<file path="src/rtl/ram_pkg.sv">
// Shared definitions for the two-requester RAM arbiter:
// operation encodings and the access state machine states.
package ram_pkg;

   localparam logic OP_READ  = 1'b0;
   localparam logic OP_WRITE = 1'b1;

   typedef enum logic [1:0] {
      IDLE   = 2'd0,
      SETUP  = 2'd1,
      STROBE = 2'd2,
      FINISH = 2'd3
   } state_t;

endpackage

</file>
<file path="src/rtl/ram_rr_pick.sv">
// Two-way round-robin pick: a lone request wins, and when both
// requesters are asking the one not granted last time wins.
module ram_rr_pick (
   input  logic [1:0] req,
   input  logic       last,
   output logic       valid,
   output logic       index
);

   always_comb begin
      valid = |req;
      index = 1'b0;
      unique case (req)
         2'b01:   index = 1'b0;
         2'b10:   index = 1'b1;
         2'b11:   index = ~last;
         default: index = 1'b0;
      endcase
   end

endmodule

</file>
<file path="src/rtl/ram_arbiter.sv">
// Shares one single-port RAM between two requesters. Each access
// takes a setup cycle, a one-cycle select strobe and a finish cycle.
module ram_arbiter
   import ram_pkg::*;
#(
   parameter int WORD_SIZE   = 20,
   parameter int WORD_AMOUNT = 30,
   localparam int AW         = $clog2(WORD_AMOUNT)
) (
   input  logic                 clk,
   input  logic                 rst_n,
   input  logic [1:0]           req,
   input  logic [1:0]           op,
   input  logic [AW-1:0]        addr0,
   input  logic [AW-1:0]        addr1,
   input  logic [WORD_SIZE-1:0] wdata0,
   input  logic [WORD_SIZE-1:0] wdata1,
   output logic [1:0]           ack,
   output logic [1:0]           err,
   output logic [WORD_SIZE-1:0] rdata,
   output logic                 ram_select,
   output logic                 ram_operation,
   output logic [AW-1:0]        ram_address,
   output logic [WORD_SIZE-1:0] ram_wdata,
   input  logic [WORD_SIZE-1:0] ram_rdata
);

   localparam logic [AW:0] LIMIT = (AW+1)'(WORD_AMOUNT);

   state_t               state;
   state_t               state_n;
   logic [1:0]           sync;
   logic                 grant;
   logic                 l_op;
   logic                 l_bad;
   logic [AW-1:0]        l_addr;
   logic [WORD_SIZE-1:0] l_wdata;
   logic                 pick_valid;
   logic                 pick_idx;
   logic                 s_op;
   logic                 s_bad;
   logic [AW-1:0]        s_addr;
   logic [WORD_SIZE-1:0] s_wdata;
   logic                 take;
   logic                 cap;

   ram_rr_pick u_pick (
      .req   (req),
      .last  (grant),
      .valid (pick_valid),
      .index (pick_idx)
   );

   // Arbitration is held off until reset release has passed the
   // two-stage synchroniser.
   always_comb begin
      s_op       = op[pick_idx];
      s_addr     = pick_idx ? addr1 : addr0;
      s_wdata    = pick_idx ? wdata1 : wdata0;
      s_bad      = {1'b0, s_addr} >= LIMIT;
      state_n    = state;
      take       = 1'b0;
      cap        = 1'b0;
      ram_select = 1'b0;
      ack        = 2'b00;
      err        = 2'b00;
      unique case (state)
         IDLE: begin
            if (sync[1] && pick_valid) begin
               take    = 1'b1;
               state_n = s_bad ? FINISH : SETUP;
            end
         end
         SETUP: state_n = STROBE;
         STROBE: begin
            state_n    = FINISH;
            ram_select = 1'b1;
            cap        = (l_op == OP_READ);
         end
         FINISH: begin
            state_n    = IDLE;
            ack[grant] = 1'b1;
            err[grant] = l_bad;
         end
      endcase
   end

   assign ram_operation = l_op;
   assign ram_address   = l_addr;
   assign ram_wdata     = l_wdata;

   always_ff @(posedge clk or negedge rst_n) begin
      if (!rst_n) begin
         state   <= IDLE;
         sync    <= 2'b00;
         grant   <= 1'b1;
         l_op    <= OP_READ;
         l_bad   <= 1'b0;
         l_addr  <= '0;
         l_wdata <= '0;
         rdata   <= '0;
      end else begin
         sync  <= {sync[0], 1'b1};
         state <= state_n;
         if (take) begin
            grant   <= pick_idx;
            l_op    <= s_op;
            l_bad   <= s_bad;
            l_addr  <= s_addr;
            l_wdata <= s_wdata;
         end
         // Captured at the end of the strobe so it is valid with ack.
         if (cap)
            rdata <= ram_rdata;
      end
   end

endmodule

</file>
<file path="config.mk">
export PLATFORM = sky130hd
export DESIGN_NAME = ram_arbiter
export DESIGN_NICKNAME = d
export VERILOG_FILES = /design/src/rtl/ram_pkg.sv /design/src/rtl/ram_rr_pick.sv /design/src/rtl/ram_arbiter.sv
export SDC_FILE = /design/constraint.sdc
export NUM_CORES = 1
export LEC_CHECK = 0
export BUFFER_PORTS_ARGS = -buffer_cell sky130_fd_sc_hd__buf_2
export CORE_MARGIN = 8
export CORE_UTILIZATION = 44
export DETAILED_ROUTE_END_ITERATION = 8
export GPL_TIMING_DRIVEN = 0
export PLACE_DENSITY = 0.79
export SLEW_MARGIN = 20
export SYNTH_ARGS = -nofsm -noshare
export SYNTH_HDL_FRONTEND = slang
export SYNTH_SLANG_ARGS = --single-unit
</file>
<file path="constraint.sdc">
create_clock -name clk -period 1.66 [get_ports clk]
set_input_delay 0.083 -clock clk [delete_from_list [all_inputs] [get_ports clk]]
set_output_delay 0.083 -clock clk [all_outputs]
set_load 0.1 [all_outputs]
</file>
==> metrics <==
status=complete, no violations; Initial Utilization=45.3%; Post-Syn Nets=265; CP required=1580 ps; core area=0.00507 mm2; Rows=26; Distinct cells, synth=28; first-pass GRT wire length=9.22 mm; clock root cell=clkbuf_8; register area share after synthesis=56.7%; GRT Total Usage=15.1%; Rel. slew slack=58.0%; Vias/cell=4.69; Setup Skew=11.2 ps; TritonCTS clock tree=yes; WHS Endpoint=rdata[16]; RSZ-0062 raised after global routing=yes; Post-synth ARST share=100%; Clock Tree Buf Depth=2; number of diodes=0; Synth top area share=55.6%; reg2reg end=rdata[19]; WL/cell=14.8 um; Primary FF master, synth=dfrtp_1; max_cap viols=0; met2 usage=24.9%; most common cell in the netlist=dfrtp_1; CP startpoint kind=flop; Setup WS pre-CTS=61.7 ps; yosys warns=0; Final setup viols=0; H-tree Lvls=2; design area=0.00319 mm2; CP Max Fanout=4; area growth from synthesis to layout=38.8%; Setup Crit Path Kind=reg -> out; GR peak layer=met2; CTS Buf Count=5; grt met3 use=4.92%; post-synthesis compound-gate area fraction=8.01%; DRT iter0 DRCs=38; Die H=88.3 um; Horiz. Die Dim=88.3 um; Die Area=0.00779 mm2; Filler Cells Inserted=422; GPL Wtd Cong=0.694; Max Slew Vio Count=0; Final ANT Viol Nets=0; simple-gate share of the synthesized area=6.70%; GR Layer Usage met1=18.0%; Sum Neg Setup Slack=0 ps; critical path data arrival time=1500 ps; DP HPWL=4.59 mm; most instantiated cells after synthesis=dfrtp_1 (51), nand2_1 (27), mux2i_1 (26); vias in the first global route=1,974; CTS sink cnt=52; post-route setup slack=78.8 ps; Post-DP Area=0.00304 mm2; clock latency on the worst-skew pair=300 ps; worst hold-check path type=in -> reg; Post-Syn Area=0.00230 mm2; Post-Syn Instances=186; Period minus WS final=1580 ps; Port Buffer Count=126; via count=1,832; ratio of cells with drive above 1 in the final layout=54.2%; number of synthesized flops with an enable pin=0; Yosys top cell by area=dfrtp_1; dominant cells by area after synthesis=dfrtp_1 (56%), mux2i_1 (11%), mux2_2 (10%), nand2_1 (4.4%), o21ai_1 (4.1%); Max Freq=632 MHz; RR Startpoint=state[0]; Syn Area/Cell=12.4 um2; R2R depth=5; CP Capture Type=output port; final hold violation count=0; antenna violations before repair=0; largest family of logic cells by synthesized area=multiplexers; grt ovf=0; # DRC=0; post-layout net count=399; Post-Synth Adder-Cell Area=1.63%; Hold Crit Start=ram_rdata[16]; Reg2Reg Setup Slack=90 ps; Post-Synth XOR/XNOR Area=0%; I/O pins=127; Post-CTS Setup Repair Bufs=0; drt pass-1 iters=4; Worst-Margin Slew=629 ps; Detailed Route WL=5.77 mm; mux cell area share after synthesis=22.3%; Tcrit/Tclk final=95.3%; Synth Register Bits=52; Reg clk slew, reported paths=90 ps; hold path depth=2; largest net degree at the start of global routing=53
-- flip-flops by register name, summed over array words and instances (netlist names) --
| name | cells |
|---|---|
| ram_wdata | 20 |
| rdata | 20 |
| ram_address | 5 |
| state | 2 |
| sync | 2 |
| grant | 1 |
| l_bad | 1 |
| ram_operation | 1 |
-- how the worst max path moves through the flow --
stage                          endpoint  cells after the start      from  slack (ps)
after global routing          rdata[19]                      5  state[0]           1
after global placement    ram_wdata[19]                      7  state[0]          70
after detailed placement   ram_wdata[8]                      7  state[0]          60
after floorplan                rdata[0]                      5  state[0]         -50
after CTS                        ack[0]                      3  state[1]          20
final                            ack[1]                      3  state[1]          80
-- layout by cell type, fill, tap and decap left out, types with 2 or more instances in the layout --
master	count
buf_2	126
dfrtp_1	51
nand2_1	27
mux2i_1	26
mux2_2	21
o21ai_1	19
o21ai_0	8
clkbuf_8	5
buf_4	4
inv_1	3
buf_6	2
buf_12	2
nand4_1	2
clkbuf_1	2
ha_4	2
clkbuf_4	2
-- timing repair --
item / CTS / global route
hold buffers: 1 / 0
resized for setup: 1 / 11
setup endpoints to repair: 1 / 50
hold endpoints to repair: 51 / 0
-- kinds of logic after synthesis --
kind of cell | after synthesis
AOI/OAI and AO/OA | 32
adders and majority gates | 3
buffers and inverters | 14
DFF | 52
muxes | 48
other | 1
and+or+nand+nor | 36
-- layout make-up --
class                      count  area, um2  share of cell area (%)
buffer                        11       97.6                    3.06
clock buffer                   6       72.6                    2.28
clock inverter                 2       35.0                    1.10
tap                           70       87.6                    2.75
sequential                    52       1300                    40.8
inverter                       3       11.3                   0.353
multi-input combinational    120        928                    29.1
timing repair buffer         127        654                    20.5
-- worst max-delay path: stages (launching register included) --
cell and delay, ps:
dfrtp_1 430, ha_1 220, and2_1 130, buf_2 420
-- layer usage --
| metal | wire, um | share of wire [%] |
|---|---|---|
| met2 | 2590 | 45 |
| met1 | 2420 | 42 |
| met3 | 702 | 12 |
| met4 | 57 | 0.99 |
| met5 | 0 | 0 |
-- metrics by stage --
stage,util (%),std cells,hold slack (ps)
finish,62.8,391,15.8
global placement,59.9,382,317
floorplan,-,186,-213
detailed placement,59.9,382,158
global route,62.8,391,9.79
CTS,62.3,391,1.72
Power is left out: the tool's default activity adds up to more than one toggle a clock period on the data nets, which glitch-free logic cannot reach.
